===== src/rtl/gray_counter_n.sv =====
// Parametrised Gray-code counter with prescaler, parallel Gray load, wrap/stop terminal mode.
// Define GRAY_CNT_UPDOWN_EN to add the Up port and down-counting logic.
module gray_counter_n #(
   parameter int WIDTH = 3,
   parameter int DIV   = 1,
   parameter int WRAP  = 1
) (
   input  logic             Clk,
   input  logic             Reset,
   input  logic             Clr,
   input  logic             En,
   input  logic             Load,
   input  logic [WIDTH-1:0] LoadGray,
`ifdef GRAY_CNT_UPDOWN_EN
   input  logic             Up,
`endif
   output logic [WIDTH-1:0] Output,
   output logic [WIDTH-1:0] Bin,
   output logic             Tc,
   output logic             Overflow
);

   logic             step;
   logic             at_term;
   logic [WIDTH-1:0] bin_next;
   logic [WIDTH-1:0] load_bin;

   function automatic logic [WIDTH-1:0] gray2bin(input logic [WIDTH-1:0] g);
      logic [WIDTH-1:0] b;
      b[WIDTH-1] = g[WIDTH-1];
      for (int i = WIDTH - 2; i >= 0; i--) begin
         b[i] = b[i+1] ^ g[i];
      end
      return b;
   endfunction

   assign load_bin = gray2bin(LoadGray);

   // Prescaler: a step qualifies on the DIV-th enabled cycle since the last step, load or clear.
   generate
      if (DIV == 1) begin : g_no_pre
         assign step = En;
      end else begin : g_pre
         localparam int PW = $clog2(DIV);
         logic [PW-1:0] pre;

         assign step = En && (pre == PW'(DIV - 1));

         always_ff @(posedge Clk or negedge Reset) begin
            if (!Reset) begin
               pre <= '0;
            end else if (Clr || Load) begin
               pre <= '0;
            end else if (En) begin
               pre <= step ? '0 : pre + PW'(1);
            end
         end
      end
   endgenerate

   always_comb begin
      at_term  = 1'b0;
      bin_next = Bin;
`ifdef GRAY_CNT_UPDOWN_EN
      if (!Up) begin
         at_term  = (Bin == '0);
         bin_next = at_term ? ((WRAP != 0) ? '1 : Bin) : Bin - WIDTH'(1);
      end else begin
         at_term  = (Bin == '1);
         bin_next = at_term ? ((WRAP != 0) ? '0 : Bin) : Bin + WIDTH'(1);
      end
`else
      at_term  = (Bin == '1);
      bin_next = at_term ? ((WRAP != 0) ? '0 : Bin) : Bin + WIDTH'(1);
`endif
   end

   // Output is recomputed from the same next value as Bin so the two never skew.
   always_ff @(posedge Clk or negedge Reset) begin
      if (!Reset) begin
         Bin      <= '0;
         Output   <= '0;
         Tc       <= 1'b0;
         Overflow <= 1'b0;
      end else if (Clr) begin
         Bin      <= '0;
         Output   <= '0;
         Tc       <= 1'b0;
         Overflow <= 1'b0;
      end else if (Load) begin
         Bin    <= load_bin;
         Output <= LoadGray;
         Tc     <= 1'b0;
      end else if (step) begin
         Bin    <= bin_next;
         Output <= bin_next ^ (bin_next >> 1);
         Tc     <= at_term;
         if (at_term) begin
            Overflow <= 1'b1;
         end
      end else begin
         Tc <= 1'b0;
      end
   end

endmodule

===== config.mk =====
export PLATFORM = sky130hd
export DESIGN_NAME = gray_counter_n
export DESIGN_NICKNAME = d
export VERILOG_FILES = /design/src/rtl/gray_counter_n.sv
export SDC_FILE = /design/constraint.sdc
export NUM_CORES = 1
export LEC_CHECK = 0
export CORE_AREA = 2 2 39 41
export DETAILED_ROUTE_END_ITERATION = 10
export DIE_AREA = 0 0 41 43
export GPL_TIMING_DRIVEN = 0
export SETUP_SLACK_MARGIN = 0.4
export SLEW_MARGIN = 20
export SYNTH_ARGS = -nofsm -noshare
export SYNTH_HDL_FRONTEND = slang
export SYNTH_SLANG_ARGS = --single-unit

===== constraint.sdc =====
create_clock -name Clk -period 2.4 [get_ports Clk]
set_input_delay 0.36 -clock Clk [delete_from_list [all_inputs] [get_ports Clk]]
set_output_delay 0.36 -clock Clk [all_outputs]
set_load 0.02 [all_outputs]

---- After elaboration in Yosys (flattened, before gate mapping) ----
Index checks and enable logic that the tools add are counted.
word-level totals
  register bits after elaboration ......... 8
operators by class
  add/subtract/negate cells ............... 1
  equal/unequal tests ..................... 2
  muxes and demuxes ....................... 14
  bitwise logic cells ..................... 3
  reductions and logical operators ........ 4
operators with widths
  kind                   number
  $mux W3                7
  $mux W1                7
  $reduce_bool A2 Y1     2
  $add A3 B1 Y3 const B  1
  $eq A3 B3 Y1 const B   1
  $reduce_and A3 Y1      1
  $reduce_bool A3 Y1     1
  $xor A3 B2 Y3          1
  $ne A2 B2 Y1 const B   1
  $xor A1 B1 Y1          2

---- Logic depth before layout (Yosys ltp) ----
  word-level depth ........................ 6
  depth in mapped cells ................... 5

---- Least setup slack after synthesis ----
No wires, ideal clock.
  kind .................................... register to register
  start point ............................. register Bin[0]
  end point ............................... register Output[1]
  arrival ................................. 1.515 ns
  data required time ...................... 2.327 ns
  path slack .............................. 0.812 ns
  stages on the path, launching flop included .. 6
  path buffers ............................ 0
  period minus slack after synthesis ...... 1.588 ns
  cell sequence ........................... dfrtp_1 -> ha_1 -> ha_1 -> xnor2_1 -> a211o_1 -> a21oi_2
on the way
  word-level cells in the longest chain between the ends .. 6
ends and longest elaborated chain
  element                                        line    source
  start, declared                                18      output logic [WIDTH-1:0] Bin,
  start signal, assigned                         91      Bin <= load_bin;
  start signal, assigned                         95      Bin <= bin_next;
  $add A3 B1 Y3 or $eq A3 B3 Y1 (tied branches)  74, 73
  $mux W3 *                                      74      bin_next = at_term ? ((WRAP != 0) ? '0 : Bin) : Bin + WIDTH'(1);
  $xor A3 B2 Y3 *                                96      Output <= bin_next ^ (bin_next >> 1);
  $mux W3 *                                      94      end else if (step) begin
  $mux W3 *                                      90      end else if (Load) begin
  $mux W3 *                                      85      end else if (Clr) begin
  end signal, assigned                           92      Output <= LoadGray;
  end signal, assigned                           96
  end, declared                                  17      output logic [WIDTH-1:0] Output,
Mark *: on every way between the ends. The rest lies on a longest branch, timed or not. The select of a mux whose other input is x is not followed.
A chain may end at the register's enable or synchronous reset.

---- Worst setup path in the final report ----
  start point ............................. register Output[2]
  end point ............................... output Output[2]
No word-level cell between the ends.

==> impl_metrics.env <==
export IMPL_run_status="completed"
export IMPL_synth_area_um2=433
export IMPL_num_vias=354
export IMPL_fp_dieW_um=41
export IMPL_endpoint_kind="primary output"
export IMPL_total_die_area_um2=1760
export IMPL_route_detailed_drc=0
export IMPL_timing_final_crit_period_ns=1.69
export IMPL_clock_tree_htree_level_count=1
export IMPL_grt_pass1_vias=348
export IMPL_drt_wl_total_um=885
export IMPL_power_density_cell_area_nw_per_um2=542
export IMPL_grt_overflow=0
export IMPL_comb_power_share_pct=27.8
export IMPL_cellInternalPower_uw=236
export IMPL_crit_slowest_cell="sky130_fd_sc_hd__clkdlybuf4s50_1"
export IMPL_finalPower_uw=330
export IMPL_leakage_uw=0.000285
export IMPL_mostFrequentLayoutCell="sky130_fd_sc_hd__clkdlybuf4s50_1"
export IMPL_synthesis_nets=54
export IMPL_placed_wire_length_estimate_um=709
export IMPL_start_kind="register"
export IMPL_post_cts_hold_buffer_count=0
export IMPL_clock_latency_ns=0.25
export IMPL_clock_power_share_pct=32.2
export IMPL_finalClockSkew_ns=0.000655
export IMPL_critical_path_buf_inv_count=2
export IMPL_placement_cell_area_um2=583
export IMPL_setup_violations=0
export IMPL_syn_area_per_cell_um2=10.3
export IMPL_antenna_cells_inserted=0
export IMPL_grt_max_degree=11
export IMPL_cp_slowest_stage_delay_ns=0.58
export IMPL_groute_usage_overall_pct=12.8
export IMPL_buffer_ports_inserted=13
export IMPL_critical_path_class="register to primary output"
export IMPL_io_pins=16
export IMPL_fin_nets=72
export IMPL_timing_final_max_slew_violations=0
export IMPL_worst_slew_pin_transition_ns=0.333
export IMPL_net_switching_power_uw=93.9
export IMPL_ir_worst_vdd_mv=0.237
export IMPL_worstPathRequired_ns=2.04
export IMPL_drive_gt1_share_pct=15.3
export IMPL_global_route_wire_length_before_repair_um=1420
export IMPL_hold_worst_slack_ns=0.378
export IMPL_yosys_warnings=0
export IMPL_postCtsSetupRepairBufs=0
export IMPL_routed_wire_length_per_instance_um=11.8
export IMPL_clk_root_buffer_cell="sky130_fd_sc_hd__clkbuf_4"
export IMPL_global_route_usage_met3_pct=4.71
export IMPL_core_region_um2=1380
export IMPL_route_antenna_remaining_nets=0
export IMPL_grt_setup_unrepaired="no"
export IMPL_grt_use_met2_pct=19.1
export IMPL_maximum_count_of_clock_buffers_along_a_single_path=2
export IMPL_drt_iter0_drc=2
export IMPL_worst_hold_path_type="input port to async pin"
export IMPL_finalCritPeriodShare_pct=70.4
export IMPL_n_fill_cell=139
export IMPL_die_y_um=43
export IMPL_finish_instance_area_um2=609
export IMPL_finalWeightedCongestion=0.725
export IMPL_max_slew_margin_pct=77.7
export IMPL_number_of_buffers_created_by_cts=3
export IMPL_grt_busiest_layer="met2"
export IMPL_grt_use_met1_pct=14.6
export IMPL_share_seq_of_total_power_pct=40.0
export IMPL_synth_yosys_seq_area_share_pct=40.5
export IMPL_sw_frac_of_total_pct=28.4
export IMPL_crit_fanout=4
export IMPL_finalSetupTns_ns=0
export IMPL_r2r_setup_slack_ns=0.82
export IMPL_dr_pass1_iters=2
export IMPL_grt_antenna_before_repair=0
export IMPL_vias_per_cell=4.72
export IMPL_finalHoldViolations=0
export IMPL_seqCellArea_um2=175
export IMPL_multi_input_area_um2=223
export IMPL_layout_cells_most_common_list="sky130_fd_sc_hd__clkdlybuf4s50_1, sky130_fd_sc_hd__dfrtp_1, sky130_fd_sc_hd__nor2_1"
export IMPL_areaGrowthSynthToFinish_pct=40.8
export IMPL_number_of_storage_elements_in_the_synthesis_netlist=7
export IMPL_cell_by_cell_listing_of_the_critical_path="buf_4 > clkdlybuf4s50_1"
export IMPL_cap_violations=0
export IMPL_cts_tree="done"
export IMPL_critical_path_top_delay_family="buffers and inverters"
export IMPL_initial_utilization_pct=31.3
export IMPL_achievable_frequency_mhz=592
export IMPL_clock_sinks=7
export IMPL_data_arrival_at_the_endpoint_of_the_critical_path_ns=1.33
export IMPL_cts_repair_resizes=0
export IMPL_synthCells=42
export IMPL_floorplan_rows=14
export IMPL_post_synth_num_cell_types=20
export IMPL_worst_setup_hold_path_clk_slew_ns=0.05
==> per-stage QoR <==
| stage | std cells | util (%) | setup slack [ns] |
|---|---|---|---|
| global placement | 71 | 42.1 | 0.841 |
| finish | 75 | 44.0 | 0.711 |
| CTS | 75 | 44.0 | 0.693 |
| detailed placement | 71 | 42.1 | 0.828 |
| global route | 75 | 44.0 | 0.640 |
| floorplan | 42 | - | 0.812 |
==> worst paths after layout <==
check,from,to,depth (start not counted)
worst max-delay path,Output[2],Output[2],2
worst min-delay path,Reset,Bin[0],1
worst max register to register,Bin[0],Output[1],5
worst min register to register,Overflow,Overflow,1
max in group asynchronous,Reset,Output[1],1
min in group Clk,En,Tc,3
==> synth_stat cells (all sizes together) <==
cell type  instances  share of area [%]
dfrtp              7                 40
nor2               5                4.3
a211oi             4                8.1
ha                 4                 12
buf                3                5.5
inv                3                2.6
nand2              3                2.6
a211o              2                4.0
a21oi              2                3.2
nor2b              2                2.9
xnor2              2                4.0
a21o               1                1.7
mux2               1                3.5
mux2i              1                2.3
nor3               1                1.2
xor2               1                2.0
==> final cells by class <==
type | count | area share [%]
inverter | 3 | 1.85
sequential | 7 | 28.7
buffer | 3 | 3.90
timing repair buffer | 13 | 21.4
multi-input combinational | 29 | 36.6
tap | 16 | 3.29
clock buffer | 4 | 4.31
==> layer usage <==
metal | up-vias | wire length (um)
met2 | 8 | 465
li1 | 175 | -
met4 | 0 | 0
met1 | 171 | 382
met5 | - | 0
met3 | 0 | 38
==> cells by family after synthesis <==
logic type	Yosys count	synth area share, %
AO/OA/AOI/OAI	9	17.1
XOR/XNOR	3	6.07
adder cells (fa/ha/maj)	4	11.6
buffers and inverters	6	8.09
flip-flops	7	40.5
multiplexers	2	5.78
AND/OR/NAND/NOR	11	11.0
==> sequential cells by signal, summed over array words and instances (netlist names) <==
name / count
Output: 3
Bin: 2
Overflow: 1
Tc: 1
==> power groups by stage <==
stage          clock network, uW  logic [uW]  registers [uW]
2_1_floorplan                  0        46.2             142
3_3_place_gp                   0        90.4             134
3_5_place_dp                   0        93.3             134
4_1_cts                      111        93.7             132
5_1_grt                      123         101             133
6_report                     106        92.0             132
(Power assumes the default switching activity.)
